`src/rtl/mac_pkg.sv`:
```
// mac_pkg: shared constants and helpers for the pipelined MAC datapath and
// the filter output stage.
//   - *_DEF          default widths / shift / depth
//   - sat_max(w)     largest  w-bit two's-complement value, in a 64-bit word
//   - sat_min(w)     smallest w-bit two's-complement value, in a 64-bit word
//   - rnd_const(s)   half-LSB rounding addend for an arithmetic shift by s
// The helpers return 64-bit words, so callers are limited to widths <= 63.
package mac_pkg;

  localparam int A_W_DEF   = 16;
  localparam int B_W_DEF   = 16;
  localparam int ACC_W_DEF = 40;
  localparam int OUT_W_DEF = 16;
  localparam int SHIFT_DEF = 15;
  localparam int PIPE_DEF  = 3;

  function automatic logic [63:0] sat_max(input int w);
    return (64'd1 << (w - 1)) - 64'd1;
  endfunction

  function automatic logic [63:0] sat_min(input int w);
    return ~sat_max(w);
  endfunction

  function automatic logic [63:0] rnd_const(input int shift);
    logic [63:0] r;
    if (shift == 0) r = 64'd0;
    else            r = 64'd1 << (shift - 1);
    return r;
  endfunction

endpackage

```
`src/rtl/round_sat.sv`:
```
// round_sat: combinational round-half-up, arithmetic right shift and
// saturation of a signed accumulator value to a signed output width.
// Ports:
//   acc   in  ACC_W  signed accumulator value
//   data  out OUT_W  rounded, shifted, saturated result
//   sat   out 1      result was clamped to max/min
// SHIFT=0 degenerates to a pure saturation (rounding addend is zero).
module round_sat
  import mac_pkg::*;
#(
  parameter int ACC_W = ACC_W_DEF,
  parameter int OUT_W = OUT_W_DEF,
  parameter int SHIFT = SHIFT_DEF
) (
  input  logic [ACC_W-1:0] acc,
  output logic [OUT_W-1:0] data,
  output logic             sat
);

  localparam logic [63:0]    RND64 = rnd_const(SHIFT);
  localparam logic [63:0]    MAX64 = sat_max(OUT_W);
  localparam logic [63:0]    MIN64 = sat_min(OUT_W);
  localparam logic [ACC_W:0] RND   = RND64[ACC_W:0];

  // One guard bit so acc + rounding addend cannot wrap.
  logic signed [ACC_W:0]           sum;
  logic signed [ACC_W:0]           r;
  // Bits from the output sign bit upward; they must all agree for R to fit.
  logic        [ACC_W-OUT_W+1:0]   hi;

  always_comb begin
    sum  = $signed({acc[ACC_W-1], acc}) + $signed(RND);
    r    = sum >>> SHIFT;
    hi   = r[ACC_W:OUT_W-1];
    data = r[OUT_W-1:0];
    sat  = 1'b0;
    if (!((&hi) || !(|hi))) begin
      sat  = 1'b1;
      data = r[ACC_W] ? MIN64[OUT_W-1:0] : MAX64[OUT_W-1:0];
    end
  end

endmodule

```
`src/rtl/pipelined_mac.sv`:
```
// pipelined_mac: pipelined signed multiply / multiply-accumulate with
// valid/ready flow control, round-half-up scaling and output saturation.
// Stage 1 captures operands, stage 2 holds the full product, stages
// 3..PIPE-1 are delay, stage PIPE updates the accumulator and the output
// register. With PIPE=2 the product is formed combinationally in front of
// the final stage. All stages advance together.
// Ports:
//   clk, rst             clock, synchronous active-high reset
//   in_valid / in_ready  input handshake (in_ready = pipeline advance)
//   a, b                 signed operands
//   acc_en, acc_clr      accumulate / start-of-sum controls for the beat
//   out_valid/out_ready  output handshake
//   out_data, out_sat    result and clamp flag
// ACC_W must be >= A_W+B_W and <= 63; PIPE must be 2..6.
module pipelined_mac
  import mac_pkg::*;
#(
  parameter int A_W   = A_W_DEF,
  parameter int B_W   = B_W_DEF,
  parameter int ACC_W = ACC_W_DEF,
  parameter int OUT_W = OUT_W_DEF,
  parameter int SHIFT = SHIFT_DEF,
  parameter int PIPE  = PIPE_DEF
) (
  input  logic             clk,
  input  logic             rst,
  input  logic             in_valid,
  output logic             in_ready,
  input  logic [A_W-1:0]   a,
  input  logic [B_W-1:0]   b,
  input  logic             acc_en,
  input  logic             acc_clr,
  output logic             out_valid,
  input  logic             out_ready,
  output logic [OUT_W-1:0] out_data,
  output logic             out_sat
);

  localparam int P_W = A_W + B_W;

  logic                    advance;
  logic [PIPE:1]           vld_q, vld_d;
  logic [PIPE-1:1]         en_q, en_d, clr_q, clr_d;
  logic signed [A_W-1:0]   a_q, a_d;
  logic signed [B_W-1:0]   b_q, b_d;
  logic signed [P_W-1:0]   prod_c, p_fin;
  logic signed [ACC_W-1:0] acc_q, acc_d, acc_new;
  logic [OUT_W-1:0]        out_data_q, out_data_d, rs_data;
  logic                    out_sat_q, out_sat_d, rs_sat;

  assign advance   = !vld_q[PIPE] || out_ready;
  assign in_ready  = advance;
  assign out_valid = vld_q[PIPE];
  assign out_data  = out_data_q;
  assign out_sat   = out_sat_q;

  // Stage 1 and the valid / control chain.
  always_comb begin
    vld_d = vld_q;
    en_d  = en_q;
    clr_d = clr_q;
    a_d   = a_q;
    b_d   = b_q;
    if (advance) begin
      vld_d[1] = in_valid;
      en_d[1]  = acc_en;
      clr_d[1] = acc_clr;
      a_d      = a;
      b_d      = b;
      for (int k = 2; k <= PIPE; k++) vld_d[k] = vld_q[k-1];
      for (int k = 2; k <= PIPE - 1; k++) begin
        en_d[k]  = en_q[k-1];
        clr_d[k] = clr_q[k-1];
      end
    end
  end

  assign prod_c = $signed({{B_W{a_q[A_W-1]}}, a_q}) *
                  $signed({{A_W{b_q[B_W-1]}}, b_q});

  // Product registers for stages 2..PIPE-1 (none when PIPE=2).
  if (PIPE == 2) begin : g_p_direct
    assign p_fin = prod_c;
  end else begin : g_p_pipe
    logic signed [P_W-1:0] p_q [2:PIPE-1];
    logic signed [P_W-1:0] p_d [2:PIPE-1];

    always_comb begin
      p_d = p_q;
      if (advance) begin
        p_d[2] = prod_c;
        for (int k = 3; k <= PIPE - 1; k++) p_d[k] = p_q[k-1];
      end
    end

    always_ff @(posedge clk) begin
      if (rst) begin
        for (int k = 2; k <= PIPE - 1; k++) p_q[k] <= '0;
      end else begin
        p_q <= p_d;
      end
    end

    assign p_fin = p_q[PIPE-1];
  end

  // acc_clr wins over acc_en; a plain multiply also restarts from zero.
  assign acc_new = ((clr_q[PIPE-1] || !en_q[PIPE-1]) ? '0 : acc_q)
                   + ACC_W'(p_fin);

  round_sat #(
    .ACC_W (ACC_W),
    .OUT_W (OUT_W),
    .SHIFT (SHIFT)
  ) u_round_sat (
    .acc  (acc_new),
    .data (rs_data),
    .sat  (rs_sat)
  );

  // Final stage: only a valid beat moving in touches acc and the output.
  always_comb begin
    acc_d      = acc_q;
    out_data_d = out_data_q;
    out_sat_d  = out_sat_q;
    if (advance && vld_q[PIPE-1]) begin
      acc_d      = acc_new;
      out_data_d = rs_data;
      out_sat_d  = rs_sat;
    end
  end

  always_ff @(posedge clk) begin
    if (rst) begin
      vld_q      <= '0;
      en_q       <= '0;
      clr_q      <= '0;
      a_q        <= '0;
      b_q        <= '0;
      acc_q      <= '0;
      out_data_q <= '0;
      out_sat_q  <= 1'b0;
    end else begin
      vld_q      <= vld_d;
      en_q       <= en_d;
      clr_q      <= clr_d;
      a_q        <= a_d;
      b_q        <= b_d;
      acc_q      <= acc_d;
      out_data_q <= out_data_d;
      out_sat_q  <= out_sat_d;
    end
  end

endmodule

```
`config.mk`:
```
export PLATFORM = sky130hd
export DESIGN_NAME = pipelined_mac
export DESIGN_NICKNAME = d
export VERILOG_FILES = /design/src/rtl/mac_pkg.sv /design/src/rtl/round_sat.sv /design/src/rtl/pipelined_mac.sv
export SDC_FILE = /design/constraint.sdc
export NUM_CORES = 1
export LEC_CHECK = 0
export ABC_AREA = 1
export BUFFER_PORTS_ARGS = -buffer_cell sky130_fd_sc_hd__buf_2
export CAP_MARGIN = 10
export CORE_MARGIN = 4
export CORE_UTILIZATION = 59
export DETAILED_ROUTE_END_ITERATION = 6
export GPL_ROUTABILITY_DRIVEN = 0
export PLACE_DENSITY = 0.83
export SYNTH_ARGS = -nofsm -noshare
export SYNTH_HDL_FRONTEND = slang
export SYNTH_SLANG_ARGS = --single-unit
```
`constraint.sdc`:
```
create_clock -name clk -period 6 [get_ports clk]
set_clock_uncertainty 0.15 [all_clocks]
set_input_delay 1.2 -clock clk [delete_from_list [all_inputs] [get_ports clk]]
set_output_delay 1.2 -clock clk [all_outputs]
set_load 0.01 [all_outputs]
```
==> flow_summary.ini, run 1 <==
[logic_synthesis]
async_flop_share_pct = 0
synth.area.top_cells = fa_1, inv_1, dfxtp_1
synthCells = 2800
yosysTopAreaCell = fa_1
ys_ff_latch = 128
syn_area_mm2 = 0.0194
synth_top_flop_cell = dfxtp_1
syn_area_per_cell_um2 = 6.93
synth.distinct_cells = 42
yosys_warnings = 0
synth-edff-count = 0
syn_nets = 3223
seq_area_frac_synth_pct = 13.2
synth.top_cell.area_share_pct = 27.1

[grt]
grt_pass1_wl_mm = 86.3
grt_max_degree = 70
grt_pass1_vias = 18500
grtUsageTotal_pct = 29.6
grt_antenna_before_repair = 0
overflow = 0

[clock_network]
cts_tree = yes
clk_latency_ps = 470
cts_hold_buf = 0
cts_buffer_depth = 2
numCtsBuffers = 17
clk_pin_slew_ps = 70
clockRootBuffer = clkbuf_16
htree_levels = 4
cts.sinks = 128

[floorplan]
io-pin-count = 57
initial_utilization_pct = 59.8
core_mm2 = 0.0325
core.rowCount = 66
die_area_mm2 = 0.0358
dieWidth_um = 189
die_h_um = 189

[route]
via_per_inst = 5.44
drt_iter0_drc = 1815
dr.pass1.iters = 7
post_drt_wl_per_cell_um = 16.1
vias = 18300
ant_nets = 0
drc = 2
drt-total-wl_mm = 54.3

[cells_and_area]
nNetsFinal = 3337
layout-drive-gt1-share_pct = 16.1
final_cell_count_no_fill = 3369
final_util_pct = 68.3
diodes = 0
area_delta_synth_final_pct = 14.3

[critical_path]
cp.required_ps = 6250
crit_start = a_q[15]$_SDFFE_PP0N_
cp-end-kind = register
r2r_start = a_q[15]$_SDFFE_PP0N_
regToRegSetupSlack_ps = -390
crit_fanout = 6
arrival_ps = 6640
path_class = register to register
r2r_cells = 25
worst_setup_path_start_kind = register
worstReg2RegEnd = g_p_pipe.p_q[30]$_SDFFE_PP0N_

[placed_design]
dpl.hpwl_mm = 40.8
dp.cells = 3302
port_buffers = 56

[sta]
max_slew_margin_pct = 29.6
finalCritPeriodShare_pct = 106
fin_ws_ps = -390
hold-worst-slack_ps = 302
finalHoldViolCount = 0
max_slew.worst_pin.slew_ps = 1060
period_minus_slack_ps = 6390
finalSetupViolCount = 4
max_freq_mhz = 157
slew_viol_final = 0
rsz0062_at_grt = true

[min_path]
hold_path_end = acc_q[0]$_SDFFE_PP0P_
worstHoldPathCells = 2
hold_class = register to register
hp-start = acc_q[0]$_SDFFE_PP0P_

[power_and_ir_drop]
leakage_nw = 12.5
ir_drop_mv = 0.387
total_power_w = 0.00696
power.density_mw_per_mm2 = 314

[run_status]
violations = DRC, setup timing
outcome = complete, but fails checks

[job]
maxCapViolations = 0
==> state kept, by name (all words and copies together) (netlist names) <==
signal        flops
clr_q             2
acc_q            40
vld_q             3
out_sat           1
en_q              2
g_p_pipe.p_q     32
out_data         16
a_q              16
b_q              16
==> area by class of cell <==
type / count / area [um^2]
inverters: 712 / 2680
multi-input cells: 1854 / 14100
clock inverters: 14 / 181
well taps: 442 / 553
repair buffers: 201 / 1590
flip-flops and latches: 128 / 2630
clock buffers: 18 / 429
fillers: 2500 / 10300
==> stage by stage <==
| stage | instance area, um^2 | TNS [ps] | setup slack (ps) |
|---|---|---|---|
| final | 22200 | -657 | -390 |
| after global routing | 22200 | -1800 | -467 |
| after CTS | 21500 | 0 | 0.195 |
| after detailed placement | 20800 | -1100 | -255 |
| after global placement | 20800 | 0 | 16.9 |
| after floorplan | 19400 | 0 | 7.81 |
==> kinds of logic (layout without fill, tap and decap cells) <==
logic type	count (synthesis)	after routing	synth area share, %
AND/OR/NAND/NOR	1106	1106	24.4
buffers and inverters	818	945	16.0
adder cells (fa/ha/maj)	385	385	35.0
XOR/XNOR	55	55	2.48
AO/OA/AOI/OAI	308	308	8.94
flip-flops	128	128	13.2
==> Yosys cell counts, types with 14 or more instances <==
cell	n
nand4_1	14
nand2_1	669
dfxtp_1	128
o21bai_1	23
xnor2_1	22
inv_1	694
nand2_2	50
xor2_1	33
o21ai_0	136
nor2_2	16
fa_1	263
clkbuf_1	102
ha_1	122
a21oi_2	14
o211ai_1	15
a21oi_1	107
nand3_1	77
nor2_1	235
==> power breakdown <==
group	leakage (nW)	internal, W	switching [W]
combinational	11.2	0.00199	0.00276
sequential	1.07	0.000979	0.0000991
clock	0.289	0.000660	0.000477
==> cells in the final DEF (no fill, tap or decap), drive strengths merged, types with 8 or more instances in the layout <==
| cell type | instances |
|---|---|
| nand4 | 14 |
| o211ai | 15 |
| a21oi | 122 |
| fa | 263 |
| nor2 | 262 |
| o21bai | 23 |
| inv | 709 |
| xnor2 | 22 |
| clkinv | 11 |
| dfxtp | 128 |
| nand2 | 728 |
| clkbuf | 18 |
| or2 | 8 |
| ha | 122 |
| nand3 | 85 |
| o21ai | 136 |
| buf | 201 |
| xor2 | 33 |
==> per-layer routing <==
| metal | vias up | GRT usage, % | part of all wire [%] |
|---|---|---|---|
| met5 | - | 0 | 0 |
| met4 | 0 | 14.6 | 5.2 |
| met3 | 243 | 5.53 | 8.1 |
| met2 | 934 | 50.7 | 49 |
| met1 | 8697 | 35.9 | 38 |
| li1 | 8461 | - | - |
==> critical path, cell delays in order (launching register included) <==
cell and delay, ps:
dfxtp_4 390, buf_6 140, nand2_2 100, inv_1 80
fa_1 510, fa_2 670, buf_12 160, fa_1 460
fa_1 540, fa_1 520, inv_1 90, fa_1 510
inv_2 50, ha_4 280, nand2_4 70, nor2_4 110
nand2_2 80, nor4_2 330, nand2_1 170, o211ai_1 210
a21oi_1 140, o21bai_1 190, a21oi_1 90, o21ai_1 110
o211ai_1 100, inv_1 80
==> how the worst max path moves through the flow <==
stage / to / slack (ps) / depth (start not counted)
2_1_floorplan: g_p_pipe.p_q[30]$_SDFFE_PP0N_ / 8 / 27
3_3_place_gp: g_p_pipe.p_q[29]$_SDFFE_PP0N_ / 20 / 26
3_5_place_dp: g_p_pipe.p_q[29]$_SDFFE_PP0N_ / -250 / 27
4_1_cts: g_p_pipe.p_q[30]$_SDFFE_PP0N_ / 0.2 / 25
5_1_grt: g_p_pipe.p_q[30]$_SDFFE_PP0N_ / -470 / 25
6_report: g_p_pipe.p_q[30]$_SDFFE_PP0N_ / -390 / 25
==> timing repair <==
action	in CTS	in global routing
pin swaps	10	69
endpoints found under the hold margin	0	0
buffers inserted	7	28
gates resized for setup	36	119
endpoints found under the setup margin	8	12
(Power assumes the default switching activity.)
==> run 2, diff against run 1 <==
--- a/config.mk
+++ b/config.mk
@@ -10,8 +10,10 @@
 export CAP_MARGIN = 10
 export CORE_MARGIN = 4
 export CORE_UTILIZATION = 59
+export CTS_CLUSTER_DIAMETER = 120
 export DETAILED_ROUTE_END_ITERATION = 6
 export GPL_ROUTABILITY_DRIVEN = 0
+export GPL_TIMING_DRIVEN = 0
 export PLACE_DENSITY = 0.83
 export SYNTH_ARGS = -nofsm -noshare
 export SYNTH_HDL_FRONTEND = slang
==> flow_summary.ini, run 2 (synthesis results as in run 1) <==
[critical_path]
cp-end-kind = register
cp.required_ps = 6240
worst-path-buf-inv = 7
path_class = register to register
crit_fanout = 10
slowest_delay_ps = 720
path_delay_family = adder cells
r2r_start = b_q[4]$_SDFFE_PP0N_
r2r_cells = 28
worst_setup_path_start_kind = register
cp_slowest_cell = fa_1
regToRegSetupSlack_ps = -500
arrival_ps = 6740
worstReg2RegEnd = g_p_pipe.p_q[29]$_SDFFE_PP0N_

[min_path]
worstHoldPathCells = 2
hp-start = en_q[2]$_SDFFE_PP0N_
hold_path_end = en_q[2]$_SDFFE_PP0N_
hold_class = register to register

[grt]
grtUsageTotal_pct = 33.4
grt_antenna_before_repair = 0
grt_max_degree = 17
grt_pass1_vias = 19000
grt_pass1_wl_mm = 94.7
overflow = 0

[placed_design]
port_buffers = 56
dpl.hpwl_mm = 43.9
postPlaceCellArea_mm2 = 0.0202

[cells_and_area]
area_delta_synth_final_pct = 15.4
nNetsFinal = 3346
final_util_pct = 69.0
top_register = acc_q
reg.largest.list = acc_q (40), g_p_pipe.p_q (32)
final_common_cell = inv_1
largest_reg_flops = 40
fillers = 2426
diodes = 0
layout-drive-gt1-share_pct = 16.2
final_area_mm2 = 0.0224
final_cell_mix = inv_1, nand2_1, fa_1

[sta]
max_slew.worst_pin.slew_ps = 887
finalCritPeriodShare_pct = 108
max_freq_mhz = 154
rsz0062_at_grt = true
max_slew_margin_pct = 40.6
period_minus_slack_ps = 6500
slew_viol_final = 0
finalSetupViolCount = 13
fin_ws_ps = -500
finalHoldViolCount = 0

[clock_network]
cts_buffer_depth = 2
htree_levels = 4
cts_tree = yes
clockRootBuffer = clkbuf_16
clk_latency_ps = 450
cts_hold_buf = 0
clk_pin_slew_ps = 60
numCtsBuffers = 17
cts.sinks = 128

[route]
post_drt_wl_per_cell_um = 18.3
vias = 19100
drt-total-wl_mm = 61.9
ant_nets = 0
via_per_inst = 5.64
drt_iter0_drc = 2404
dr.pass1.iters = 7
drc = 1

[power_and_ir_drop]
leakage_nw = 12.5
ir_drop_mv = 0.284
power.density_mw_per_mm2 = 312

[floorplan]
dieWidth_um = 189
initial_utilization_pct = 59.8
die_h_um = 189
io-pin-count = 57
core_mm2 = 0.0325
die_area_mm2 = 0.0358
core.rowCount = 66

[run_status]
violations = DRC, setup timing
outcome = complete, but fails checks

[job]
maxCapViolations = 0
-- run 2: changes by cell type in the layout (fill, tap and decap cells not counted), moves of 7 or more --
cell	before	now
buf_4	120	70
clkbuf_1	1	42
dfxtp_4	15	29
clkbuf_8	0	13
clkbuf_16	17	29
a21oi_1	99	89
buf_12	14	4
a21oi_2	21	30
dfxtp_1	106	97
fa_1	248	241
fa_2	15	22
-- run 2: worst max path at each step --
stage                              start                       endpoint  slack, ps  cells past startpoint
floorplan           a_q[15]$_SDFFE_PP0N_  g_p_pipe.p_q[30]$_SDFFE_PP0N_          8                     27
global route         b_q[4]$_SDFFE_PP0N_  g_p_pipe.p_q[29]$_SDFFE_PP0N_       -770                     28
CTS                 a_q[15]$_SDFFE_PP0N_  g_p_pipe.p_q[30]$_SDFFE_PP0N_         -1                     25
finish               b_q[4]$_SDFFE_PP0N_  g_p_pipe.p_q[29]$_SDFFE_PP0N_       -500                     28
detailed placement   a_q[1]$_SDFFE_PP0N_  g_p_pipe.p_q[29]$_SDFFE_PP0N_      -1090                     27
global placement     b_q[7]$_SDFFE_PP0N_  g_p_pipe.p_q[29]$_SDFFE_PP0N_       -890                     29
-- run 2: worst min-delay path, cell delays in order, from the launching register on --
cell and delay, ps:
dfxtp_1 300, inv_1 60, a21oi_1 60
-- run 2: area by class of cell --
cell class | count | area, um^2 | area share, %
Buffer | 76 | 741 | 3.31
Multi-Input combinational cell | 1854 | 14200 | 63.6
Sequential cell | 128 | 2670 | 11.9
Clock inverter | 15 | 161 | 0.721
Inverter | 712 | 2680 | 11.9
Tap cell | 442 | 553 | 2.47
Timing Repair Buffer | 134 | 917 | 4.10
Clock buffer | 17 | 425 | 1.90
-- run 2: metrics by stage --
step / cells / power [W] / setup WS (ps) / setup TNS (ps) / hold WS, ps
2_1_floorplan: 2800 / 0.00374 / 7.81 / 0 / 280
3_3_place_gp: 3298 / 0.00447 / -893 / -8900 / 289
3_5_place_dp: 3298 / 0.00462 / -1090 / -11440 / 304
4_1_cts: 3358 / 0.00634 / -1.21 / -1.21 / 313
5_1_grt: 3378 / 0.00745 / -768 / -6870 / 337
6_report: 3378 / 0.00699 / -500 / -3960 / 308
-- run 2: layer usage --
| metal | part of all wire (%) | wire length, um | track usage, % | up-vias |
|---|---|---|---|---|
| met3 | 13 | 7760 | 9.68 | 363 |
| met4 | 7.4 | 4610 | 18.1 | 0 |
| li1 | - | - | - | 8485 |
| met2 | 44 | 27400 | 52.9 | 1277 |
| met5 | 0 | 0 | 0 | - |
| met1 | 36 | 22200 | 41.5 | 8938 |
-- run 2: where the power goes --
part           internal [W]  total, W  leakage (nW)  switching (W)
clock network      0.000617   0.00107         0.294       0.000456
logic               0.00193   0.00482          11.1        0.00289
registers          0.000977   0.00110          1.07       0.000120
total               0.00352   0.00699          12.5        0.00346
-- run 2: repair_timing --
item,in CTS,in global routing
setup endpoints to repair,20,11
setup buffers,59,20
gates resized for setup,245,63
pin swaps,68,46
